`src/rtl/shot_clock_ctrl.sv`:
```
// Shot-clock sequencer: key conditioning, run/pause/expire FSM,
// reload strobes and expiry horn timing.
module shot_clock_ctrl #(
    parameter int       DEB_CYCLES  = 20,
    parameter int       ALARM_TICKS = 3,
    parameter bit [7:0] LOAD_LONG   = 8'h24,
    parameter bit [7:0] LOAD_SHORT  = 8'h14
) (
    input  logic       CLK_50,
    input  logic       nRST,
    input  logic       tick,
    input  logic       nKEY_START,
    input  logic       nKEY_R24,
    input  logic       nKEY_R14,
    input  logic [3:0] TimerH,
    input  logic [3:0] TimerL,
    output logic       load,
    output logic [7:0] load_val,
    output logic       cnt_run,
    output logic       Alarm,
    output logic [1:0] state
);

    localparam int DCW = $clog2(DEB_CYCLES + 1);
    localparam int ACW = $clog2(ALARM_TICKS + 1);

    typedef enum logic [1:0] {
        S_IDLE  = 2'b00,
        S_RUN   = 2'b01,
        S_PAUSE = 2'b10,
        S_EXP   = 2'b11
    } state_t;

    // Key index: 0 = START, 1 = R24, 2 = R14
    logic [2:0]     w_keys;
    logic [2:0]     r_sync1;
    logic [2:0]     r_sync2;
    logic [2:0]     r_deb;
    logic [2:0]     r_press;
    logic [DCW-1:0] r_dcnt [3];

    assign w_keys = {nKEY_R14, nKEY_R24, nKEY_START};

    always_ff @(posedge CLK_50 or negedge nRST) begin
        if (!nRST) begin
            r_sync1 <= 3'b111;
            r_sync2 <= 3'b111;
            r_deb   <= 3'b111;
            r_press <= 3'b000;
            for (int i = 0; i < 3; i++) r_dcnt[i] <= '0;
        end else begin
            r_sync1 <= w_keys;
            r_sync2 <= r_sync1;
            for (int i = 0; i < 3; i++) begin
                r_press[i] <= 1'b0;
                if (r_sync2[i] != r_deb[i]) begin
                    if (r_dcnt[i] == DCW'(DEB_CYCLES - 1)) begin
                        r_deb[i]   <= r_sync2[i];
                        r_dcnt[i]  <= '0;
                        r_press[i] <= ~r_sync2[i];
                    end else begin
                        r_dcnt[i] <= r_dcnt[i] + 1'b1;
                    end
                end else begin
                    r_dcnt[i] <= '0;
                end
            end
        end
    end

    state_t         r_state;
    state_t         w_nstate;
    logic           r_load;
    logic           w_load;
    logic [7:0]     r_load_val;
    logic [7:0]     w_load_val;
    logic           r_cnt_run;
    logic           r_alarm;
    logic           w_alarm;
    logic [ACW-1:0] r_acnt;
    logic [ACW-1:0] w_acnt;
    logic           w_p24;
    logic           w_p14;
    logic           w_rl;
    logic           w_ps;
    logic           w_zero;

    assign w_p24  = r_press[1];
    assign w_p14  = r_press[2] & ~w_p24;
    assign w_rl   = w_p24 | w_p14;
    assign w_ps   = r_press[0] & ~w_rl;
    assign w_zero = (TimerH == 4'd0) && (TimerL == 4'd0);

    always_comb begin
        w_nstate   = r_state;
        w_load     = 1'b0;
        w_load_val = r_load_val;
        w_alarm    = r_alarm;
        w_acnt     = r_acnt;
        if (w_rl) begin
            w_load     = 1'b1;
            w_load_val = w_p24 ? LOAD_LONG : LOAD_SHORT;
        end
        unique case (r_state)
            S_IDLE: begin
                if (w_ps) w_nstate = S_RUN;
            end
            S_RUN: begin
                if (!w_rl) begin
                    if (w_ps) begin
                        w_nstate = S_PAUSE;
                    end else if (w_zero) begin
                        w_nstate = S_EXP;
                        w_alarm  = 1'b1;
                        w_acnt   = '0;
                    end
                end
            end
            S_PAUSE: begin
                if (w_ps) w_nstate = S_RUN;
            end
            S_EXP: begin
                if (w_rl) begin
                    w_nstate = S_IDLE;
                    w_alarm  = 1'b0;
                    w_acnt   = '0;
                end else if (r_alarm && tick) begin
                    if (r_acnt == ACW'(ALARM_TICKS - 1)) begin
                        w_alarm = 1'b0;
                        w_acnt  = '0;
                    end else begin
                        w_acnt = r_acnt + 1'b1;
                    end
                end
            end
        endcase
    end

    always_ff @(posedge CLK_50 or negedge nRST) begin
        if (!nRST) begin
            r_state    <= S_IDLE;
            r_load     <= 1'b0;
            r_load_val <= LOAD_LONG;
            r_cnt_run  <= 1'b0;
            r_alarm    <= 1'b0;
            r_acnt     <= '0;
        end else begin
            r_state    <= w_nstate;
            r_load     <= w_load;
            r_load_val <= w_load_val;
            r_cnt_run  <= (w_nstate == S_RUN);
            r_alarm    <= w_alarm;
            r_acnt     <= w_acnt;
        end
    end

    assign load     = r_load;
    assign load_val = r_load_val;
    assign cnt_run  = r_cnt_run;
    assign Alarm    = r_alarm;
    assign state    = r_state;

endmodule

```
`config.mk`:
```
export PLATFORM = sky130hd
export DESIGN_NAME = shot_clock_ctrl
export DESIGN_NICKNAME = d
export VERILOG_FILES = /design/src/rtl/shot_clock_ctrl.sv
export SDC_FILE = /design/constraint.sdc
export NUM_CORES = 1
export LEC_CHECK = 0
export ABC_AREA = 0
export CAP_MARGIN = 25
export CORE_UTILIZATION = 55
export CTS_CLUSTER_SIZE = 24
export DETAILED_ROUTE_END_ITERATION = 16
export PLACE_DENSITY_LB_ADDON = 0.08
export SLEW_MARGIN = 20
export SYNTH_ARGS = -nofsm -noshare
export SYNTH_HDL_FRONTEND = slang
export SYNTH_SLANG_ARGS = --single-unit
export TNS_END_PERCENT = 30
```
`constraint.sdc`:
```
create_clock -name CLK_50 -period 2.9 [get_ports CLK_50]
set_clock_uncertainty 0.15 [all_clocks]
set_input_delay 0.58 -clock CLK_50 [delete_from_list [all_inputs] [get_ports CLK_50]]
set_output_delay 0.58 -clock CLK_50 [all_outputs]
set_load 0.01 [all_outputs]
```
==> summary.md <==
| Metric | Value |
|---|---|
| Outcome | finished clean |
| Num ports | 27 |
| Met3 Wirelength | 72 um |
| Final Hold Viols | 0 |
| Post-synth EDFFs | 0 |
| Layout cells sized above 1 | 0.170 |
| H-tree depth | 2 |
| Vias/cell | 5.31 |
| CP max stage cell | clkdlybuf4s50_1 |
| # rows | 19 |
| Total chip power | 0.924 mW |
| Core Util, Final | 0.683 |
| Pwr Density | 495 nW/um2 |
| Initial core utilization | 0.576 |
| Post-route setup slack | 0.774 ns |
| Sw Pwr | 0.194 mW |
| Synth cell count leaders | dfrtp_1, nor2_1, dfstp_2, nand2_1 |
| Crit-path max cell delay | 0.58 ns |
| Met1 WL | 1060 um |
| Worst R2R End | r_acnt[1] |
| Synth area leader | dfrtp_1 |
| Nets | 175 |
| Avg Inst Size Synth | 11.9 um2 |
| Crit path kind | flip-flop to output pin |
| DP Worst Slack | 0.638 ns |
| Post-CTS Setup Bufs | 0 |
| Buffers on Ports | 20 |
| Synth unique cells | 38 |
| CTS sink count | 36 |
| Clk_lat worst skew | 0.32 ns |
| Mapped cell area | 1580 um2 |
| Root buffer cell | clkbuf_4 |
| Initial antenna violation count | 0 |
| Core Area | 2730 um2 |
| RSZ-0062 raised after global routing | false |
| Worst Hold Slack | 0.208 ns |
| Largest net degree at the start of global routing | 37 |
| # Max-Cap Violations | 0 |
| Crit path time final | 2.13 ns |
| Wire per inst | 13.0 um |
| Final Max Tran Viols | 0 |
| FFs w/ async S/R, synth | 1.00 |
| HPWL Detailed | 1810 um |
| Final setup viols | 0 |
| Arrival time worst endpoint | 1.40 ns |
| Period utilization | 0.733 |
| Synth Flop Type | dfrtp_1 |
| HP Start | r_sync1[2] |
| Top Metal Used | met4 |
| Dpl cells | 182 |
| Reg clk slew, reported paths | 0.10 ns |
| Die height | 55.5 um |
| Routed wl met2 | 1290 um |
| Worst path cell trace | clkdlybuf4s50_1 |
| Num CTS Buffers | 5 |
| Synth top area share | 0.413 |
| GRT Total Usage | 0.187 |
| Post-Layout Inst Area | 1870 um2 |
| N_diodes | 0 |
| Switching share of power | 0.210 |
| CP max FO | 9 |
| Combinational Power Share | 0.064 |
| Global-route wire length before repair | 4390 um |
| Syn Inst Count | 132 |
| Total gr overflow | 0 |
| Largest cells by area after synthesis | dfrtp_1, dfstp_2, nor2_1, buf_4, mux2i_1 |
| Hold Path Cell Cnt | 0 |
| Reg2reg path depth | 4 |
| P_leak | 0.847 nW |
| Non-filler cells, final | 190 |
| CP endpoint kind | output pin |
| Top-count cell post-synth | dfrtp_1 |
| Via count | 1,008 |
| Setup TNS | 0 ns |
| Worst R2R Start | state[0] |
| First-pass iteration count of the detailed router | 4 |
| Power Internal | 0.730 mW |
| TritonCTS clock tree | done |
| Flip-flop and latch area | 913 um2 |
| Clk pwr share | 0.361 |
| Initial drt markers | 26 |
| Post_cts resized | 0 |
| Die Span X | 55.5 um |
| Synthesis-to-layout area growth | 18.6% |
| CP required | 2.17 ns |
| Placed Area | 1790 um2 |
| YS warnings | 0 |
| Post-synthesis sequential area ratio | 0.580 |
| HP Class | flip-flop to flip-flop |
| # hold bufs at CTS | 0 |
| Clock buffer depth | 2 |
| Reg-to-reg setup timing slack | 1.35 ns |
| CP Launch Type | flip-flop |
| Area of the die | 3080 um2 |
| Seq pwr share | 0.574 |
| Fmax | 470 MHz |
| FILL cells | 194 |
| Area of the multi-input gates | 609 um2 |
| DRC | 0 |
| Max VDD drop | 447 uV |
| Final ANT Viol Nets | 0 |
| Number of global-route vias before repair | 1,057 |
| Worst Hold Path EP | r_sync2[2] |
| DRT Wirelength | 2470 um |
| RePlAce Congestion | 0.780 |
| Buffers & Inverters on Critical Path | 1 |
| Delay-heaviest family, CP | buffers and inverters |
| FF+latch count, synth | 36 |
==> worst register-to-register path: cells and delay by family, from the launching register on <==
family | cells | cell delay, ns
AND/OR/NAND/NOR | 2 | 0.35
AO/OA/AOI/OAI | 1 | 0.17
multiplexers | 1 | 0.29
flip-flops | 1 | 0.49
==> cell families after synthesis <==
kind of cell,share of synthesized area
simple gates,0.179
buf+inv,0.0429
compound gates,0.0691
fa+ha+maj,0.0238
mux,0.0564
xor+xnor,0.0445
flops,0.580
other cells,0.00477
==> power groups by stage <==
stage / Combinational [mW] / Clock, mW / Sequential, mW
4_1_cts: 0.0608 / 0.346 / 0.531
2_1_floorplan: 0.0309 / 0 / 0.537
5_1_grt: 0.0674 / 0.369 / 0.533
3_5_place_dp: 0.0605 / 0 / 0.540
3_3_place_gp: 0.0578 / 0 / 0.539
6_report: 0.0594 / 0.334 / 0.530
==> cell type report <==
class,instances,area share
Inverter,6,0.0121
Timing Repair Buffer,21,0.111
Sequential cell,36,0.489
Clock inverter,2,0.0188
Multi-Input combinational cell,88,0.326
Clock buffer,6,0.0221
Tap cell,31,0.0208
==> sequential cells by signal (all words and copies together), names as in the netlist <==
| name | count |
|---|---|
| Alarm | 1 |
| cnt_run | 1 |
| load | 1 |
| load_val | 2 |
| r_acnt | 2 |
| r_dcnt | 15 |
| r_deb | 3 |
| r_press | 3 |
| r_sync1 | 3 |
| r_sync2 | 3 |
| state | 2 |
==> layer usage <==
layer / global-route usage / vias to the layer above
li1: - / 496
met1: 0.216 / 489
met2: 0.299 / 17
met3: 0.0609 / 6
met4: 0.118 / 0
met5: 0 / -
==> worst max path at each step <==
stage,from,depth (start not counted),to,slack [ns]
6_report,state[0],1,state[0],0.77
5_1_grt,state[0],1,state[0],0.70
4_1_cts,state[0],1,state[0],0.75
3_5_place_dp,TimerH[1],5,r_acnt[1],0.64
3_3_place_gp,TimerL[1],5,r_acnt[1],0.71
2_1_floorplan,TimerH[1],4,r_acnt[1],1.20
==> layout by cell type (no fill, tap or decap), types with 3 or more instances in the layout <==
cell type        synthesis  final
clkbuf_4                 0      5
nand2_1                  7      7
conb_1                   2      6
a21oi_1                  5      5
mux2i_1                  4      4
xnor2_1                  4      4
nand3_1                  6      6
inv_1                    4      4
dfrtp_1                 26     26
ha_1                     3      3
dfstp_2                 10     10
mux2_1                   3      3
xor2_1                   4      4
clkdlybuf4s50_1          0     20
nor2_1                  13     13
(Power assumes the default switching activity.)
